## src/rtl/flash_sched_pkg.sv

```systemverilog
// Shared types and constants for the flash read scheduler.
package flash_sched_pkg;

  localparam int FLASH_ADDR_W = 24;
  localparam int FLASH_DATA_W = 32;
  localparam int WORD_BYTES   = 4;

  typedef enum logic [2:0] {
    IDLE,
    CPU_RD,
    CPU_GAP,
    DMA_RD,
    DMA_FIN
  } sched_state_e;

endpackage

```

## src/rtl/flash_read_scheduler.sv

```systemverilog
// Arbitrates the single SPI flash read engine between CPU single-word fetches
// and chunked DMA bursts, so a pending CPU fetch slots in between DMA chunks.
module flash_read_scheduler
  import flash_sched_pkg::*;
#(
  parameter int CHUNK_WORDS = 16,
  parameter int ADDR_WIDTH  = FLASH_ADDR_W
) (
  input  logic                    clk_cpu,
  input  logic                    reset,
  input  logic                    cpu_valid,
  input  logic [ADDR_WIDTH-1:0]   cpu_address,
  output logic                    cpu_strobe,
  output logic [FLASH_DATA_W-1:0] cpu_data,
  input  logic                    dma_valid,
  input  logic [ADDR_WIDTH-1:0]   dma_address,
  input  logic [ADDR_WIDTH-1:0]   dma_word_count,
  output logic                    dma_ack,
  output logic                    dma_busy,
  output logic                    dma_strobe,
  output logic [FLASH_DATA_W-1:0] dma_data,
  output logic                    dma_done,
  output logic                    rd_start,
  output logic [ADDR_WIDTH-1:0]   rd_address,
  output logic [ADDR_WIDTH-1:0]   rd_word_count,
  input  logic                    rd_strobe,
  input  logic                    rd_done,
  input  logic [FLASH_DATA_W-1:0] rd_data
);

  localparam logic [ADDR_WIDTH-1:0] CHUNK_LEN = ADDR_WIDTH'(CHUNK_WORDS);

  function automatic logic [ADDR_WIDTH-1:0] chunk_len(input logic [ADDR_WIDTH-1:0] rem);
    return (rem < CHUNK_LEN) ? rem : CHUNK_LEN;
  endfunction

  sched_state_e          state, state_n;
  logic                  rd_start_n, dma_ack_n, dma_done_n, dma_busy_n;
  logic [ADDR_WIDTH-1:0] rd_address_n, rd_word_count_n;
  logic [ADDR_WIDTH-1:0] dma_addr, dma_addr_n, dma_rem, dma_rem_n;

  // Reader data is forwarded unregistered; the strobe is steered by owner.
  assign cpu_strobe = rd_strobe & (state == CPU_RD);
  assign dma_strobe = rd_strobe & (state == DMA_RD);
  assign cpu_data   = rd_data;
  assign dma_data   = rd_data;

  always_ff @(posedge clk_cpu or posedge reset) begin
    if (reset) begin
      state         <= IDLE;
      rd_start      <= 1'b0;
      rd_address    <= '0;
      rd_word_count <= '0;
      dma_ack       <= 1'b0;
      dma_busy      <= 1'b0;
      dma_done      <= 1'b0;
      dma_addr      <= '0;
      dma_rem       <= '0;
    end else begin
      state         <= state_n;
      rd_start      <= rd_start_n;
      rd_address    <= rd_address_n;
      rd_word_count <= rd_word_count_n;
      dma_ack       <= dma_ack_n;
      dma_busy      <= dma_busy_n;
      dma_done      <= dma_done_n;
      dma_addr      <= dma_addr_n;
      dma_rem       <= dma_rem_n;
    end
  end

  always_comb begin
    state_n         = state;
    rd_start_n      = 1'b0;
    dma_ack_n       = 1'b0;
    dma_done_n      = 1'b0;
    dma_busy_n      = dma_busy;
    rd_address_n    = rd_address;
    rd_word_count_n = rd_word_count;
    dma_addr_n      = dma_addr;
    dma_rem_n       = dma_rem;
    unique case (state)
      IDLE: begin
        if (cpu_valid) begin
          state_n         = CPU_RD;
          rd_address_n    = cpu_address;
          rd_word_count_n = ADDR_WIDTH'(1);
          rd_start_n      = 1'b1;
        end else if (dma_busy && dma_rem != '0) begin
          state_n         = DMA_RD;
          rd_address_n    = dma_addr;
          rd_word_count_n = chunk_len(dma_rem);
          rd_start_n      = 1'b1;
        end else if (dma_valid && !dma_busy) begin
          // Accept only; the first chunk is issued from IDLE next cycle so
          // a CPU request arriving meanwhile still wins.
          dma_ack_n  = 1'b1;
          dma_busy_n = 1'b1;
          dma_addr_n = dma_address;
          dma_rem_n  = dma_word_count;
          if (dma_word_count == '0) state_n = DMA_FIN;
        end
      end
      CPU_RD: begin
        if (rd_done) state_n = CPU_GAP;
      end
      CPU_GAP: state_n = IDLE;
      DMA_RD: begin
        if (rd_done) begin
          dma_rem_n  = dma_rem - rd_word_count;
          dma_addr_n = dma_addr + ADDR_WIDTH'(rd_word_count * WORD_BYTES);
          state_n    = (dma_rem_n == '0) ? DMA_FIN : IDLE;
        end
      end
      DMA_FIN: begin
        dma_done_n = 1'b1;
        dma_busy_n = 1'b0;
        state_n    = IDLE;
      end
      default: state_n = IDLE;
    endcase
  end

endmodule

```

## config.mk

```make
export PLATFORM = sky130hd
export DESIGN_NAME = flash_read_scheduler
export DESIGN_NICKNAME = d
export VERILOG_FILES = /design/src/rtl/flash_sched_pkg.sv /design/src/rtl/flash_read_scheduler.sv
export SDC_FILE = /design/constraint.sdc
export NUM_CORES = 1
export LEC_CHECK = 0
export CELL_PAD_IN_SITES_DETAIL_PLACEMENT = 1
export CELL_PAD_IN_SITES_GLOBAL_PLACEMENT = 2
export CORE_MARGIN = 2
export CORE_UTILIZATION = 29
export CTS_CLUSTER_DIAMETER = 50
export DETAILED_ROUTE_END_ITERATION = 10
export PLACE_DENSITY_LB_ADDON = 0.1
export SYNTH_ARGS = -nofsm -noshare
export SYNTH_HDL_FRONTEND = slang
export SYNTH_SLANG_ARGS = --single-unit
export TNS_END_PERCENT = 50
```

## constraint.sdc

```tcl
create_clock -name clk_cpu -period 4.6 [get_ports clk_cpu]
set_input_delay 0.46 -clock clk_cpu [delete_from_list [all_inputs] [get_ports clk_cpu]]
set_output_delay 0.46 -clock clk_cpu [all_outputs]
set_load 0.01 [all_outputs]
```

==> flow_summary_export.csv <==
group,metric,value,unit
synthesis,synth_ff_type,"dfrtp_1",
critical_path,endpoint,"state[2]",
grt,grt_overflow,0,
critical_path,worst-path-max-fanout,5,
critical_path,worstSetupEndpointType,"register",
placement,dpl.hpwl,18400,um
clock_network,cts.sinks,103,
floorplanning,ios,228,
critical_path,path_class,"reg2reg",
synthesis,ys_warn_count,0,
clock_network,post_cts_resized,0,
floorplanning,fp.dieH,162,um
critical_path,ff2ff_setup_slack,1.02,ns
min_path,worstHoldStart,"rd_address[16]",
critical_path,worstSetupStartpointType,"register",
timing,finalCritPeriodShare,77.8,%
grt,grt_antenna_before_repair,0,
timing,hold_ws,0.481,ns
clock_network,cts_buffer_depth,2,
timing,tightest_slew,0.856,ns
synthesis,synth_edf_count,0,
clock_network,htreeDepth,3,
critical_path,crit_start,"rd_word_count[1]",
routing,routed_via_density,4.99,
job,drv_cap,0,
routing,finalWirelength,23800,um
clock_network,cts_setup_buffers,0,
routing,drtIter0Drc,300,
synthesis,synth_seq_cells,103,
placement,globalplace.congestion,0.816,
timing,final_max_slew_viol_count,0,
critical_path,worstPathRequired,4.85,ns
synthesis,netlist.area_leader.share,35.6,%
floorplanning,die_w,162,um
clock_network,clock_latency,0.36,ns
synthesis,avgSynthCellArea,8.52,um^2
grt,grt_first_pass_wirelength,38000,um
power_and_ir_drop,ir_drop,0.168,mV
synthesis,syn_nets,1006,
grt,track_usage,18.7,%
floorplanning,start_util,29.7,%
critical_path,r2r-end,"state[2]",
critical_path,rr_worst_depth,12,
floorplanning,die_area,26300,um^2
cells_and_area,diodes,0,
synthesis,synth_area_leaders,"dfrtp_1, ha_1, buf_4",
power_and_ir_drop,power,0.00531,W
clock_network,postCtsHoldBufs,0,
clock_network,cts_buffers,9,
routing,ant_nets,0,
grt,grt_max_degree,62,
grt,grt_pass1_vias,6580,
cells_and_area,syn2layout_area_growth,20.4,%
routing,num_vias,6173,
timing,clock_skew,0.0112,ns
power_and_ir_drop,leakage,3.73,nW
critical_path,crit_arrival,3.82,ns
clock_network,path_clk_slew,0.08,ns
clock_network,root_buffer,"clkbuf_16",
synthesis,postSynth.asyncResetShare,100,%
power_and_ir_drop,powerDensity,609,nW/um^2
clock_network,cts_tree,"yes",
min_path,hp-class,"reg2reg",
placement,portBuffers,131,
routing,first_pass_iters,4,
synthesis,synth_area,7240,um^2
routing,wl_per_cell,19.2,um
synthesis,synth_cell_type_count,71,
timing,finalSetupViolations,0,
critical_path,r2r_start,"rd_word_count[1]",
floorplanning,coreArea,24400,um^2
timing,max_freq,279,MHz
cells_and_area,num-nets-final,1063,
cells_and_area,drive_gt1_share,6.14,%
timing,finalHoldViolations,0,
timing,rsz0062_at_grt,"no",
timing,maxSlewHeadroom,42.9,%
placement,dpl_cell_area,8430,um^2
synthesis,syn_inst,850,
routing,drc_errors,0,
synthesis,synth_area_leader_cell,"dfrtp_1",
timing,setup-tns-final,0,ns
cells_and_area,utilization,35.8,%
cells_and_area,fin_area,8720,um^2
floorplanning,core.rowCount,57,
timing,period_minus_slack,3.58,ns
synthesis,yosysSeqAreaShare,35.6,%
status,status,"complete, no violations",
-- cells in the mapped netlist (5+ instances only) --
cell      instances
nand2_1         104
dfrtp_1         103
nor2_1           89
buf_4            64
a21oi_1          55
o21ai_0          48
ha_1             44
inv_1            34
o21ai_1          32
clkbuf_1         29
mux2i_1          28
xnor2_1          19
a31oi_1          17
nor3_1           17
a211oi_1         16
a21o_1           13
nand3_1          10
xor2_1           10
nor4_1            9
o21a_1            9
nand2b_1          7
and2_1            6
and3_1            6
o21bai_1          6
nand4_1           5
-- critical path: stages (launching register included) --
cell and delay, ns:
dfrtp_1 0.44, inv_1 0.13, ha_1 0.31, nor2b_1 0.15, o31a_1 0.32, o41ai_4 0.35, o21ai_1 0.20, o211a_1 0.33
o21a_1 0.20, nor2_1 0.15, xnor2_1 0.12, or4_1 0.51, o32ai_1 0.26
-- per-stage QoR --
stage,std cells,setup slack (ns)
after floorplan,850,1.44
after global placement,1220,0.942
after detailed placement,1220,0.831
after CTS,1236,0.986
after global routing,1236,0.741
final,1236,1.02
-- flip-flops by register name (all words and copies together), names as in the netlist --
signal,flops
rd_start,1
dma_ack,1
dma_addr,24
dma_busy,1
rd_word_count,24
rd_address,24
state,3
dma_done,1
dma_rem,24
-- cells by family after synthesis --
kind of cell    after synthesis  synth area share [%]
flops                       103                  35.6
mux                          29                  4.03
simple gates                285                  18.6
compound gates              226                  19.7
buf+inv                     132                  10.5
xor+xnor                     29                  3.51
fa+ha+maj                    46                  8.15
-- placed cells by master, fill, tap and decap left out, types with 7 or more instances in the layout --
cell             netlist  final
a211oi_1              16     16
a21o_1                13     13
a21oi_1               55     54
a31oi_1               17     17
buf_4                 64     11
clkbuf_16              1      9
clkdlybuf4s50_1        0    130
dfrtp_1              103    103
ha_1                  44     44
inv_1                 34     33
mux2i_1               28     28
nand2_1              104    104
nand2b_1               7      7
nand3_1               10     10
nor2_1                89     88
nor3_1                17     17
nor4_1                 9      9
o21a_1                 9      9
o21ai_0               48     48
o21ai_1               32     32
xnor2_1               19     19
xor2_1                10     10
-- worst min-delay path by stage --
stage | to | slack, ns | depth (start not counted)
finish | rd_address[16] | 0.48 | 2
global route | rd_address[13] | 0.51 | 2
CTS | rd_address[16] | 0.49 | 2
detailed placement | rd_address[16] | 0.47 | 2
global placement | rd_address[17] | 0.46 | 2
floorplan | dma_addr[0] | 0.45 | 2
-- where the power goes --
group          total (W)  switching, W  internal (W)
clock           0.000784      0.000403      0.000381
combinational    0.00299       0.00175       0.00125
sequential       0.00154      0.000306       0.00123
total            0.00531       0.00246       0.00286
-- area by class of cell --
cell class | instances | area (um^2)
inverter | 36 | 138
clock buffer | 9 | 225
fill | 2861 | 15700
timing repair buffer | 142 | 1390
tap | 324 | 405
multi-input combinational | 615 | 3920
sequential | 103 | 2580
clock inverter | 7 | 65.1
-- layer usage --
metal	routed length [um]	up-vias	share of wire (%)	track usage, %
li1	-	3031	-	-
met1	11800	2974	49	26.3
met2	10800	136	45	30.3
met3	871	32	3.7	2.37
met4	344	0	1.4	5.19
met5	0	-	0	0
Power figures use the tool's default switching activity.
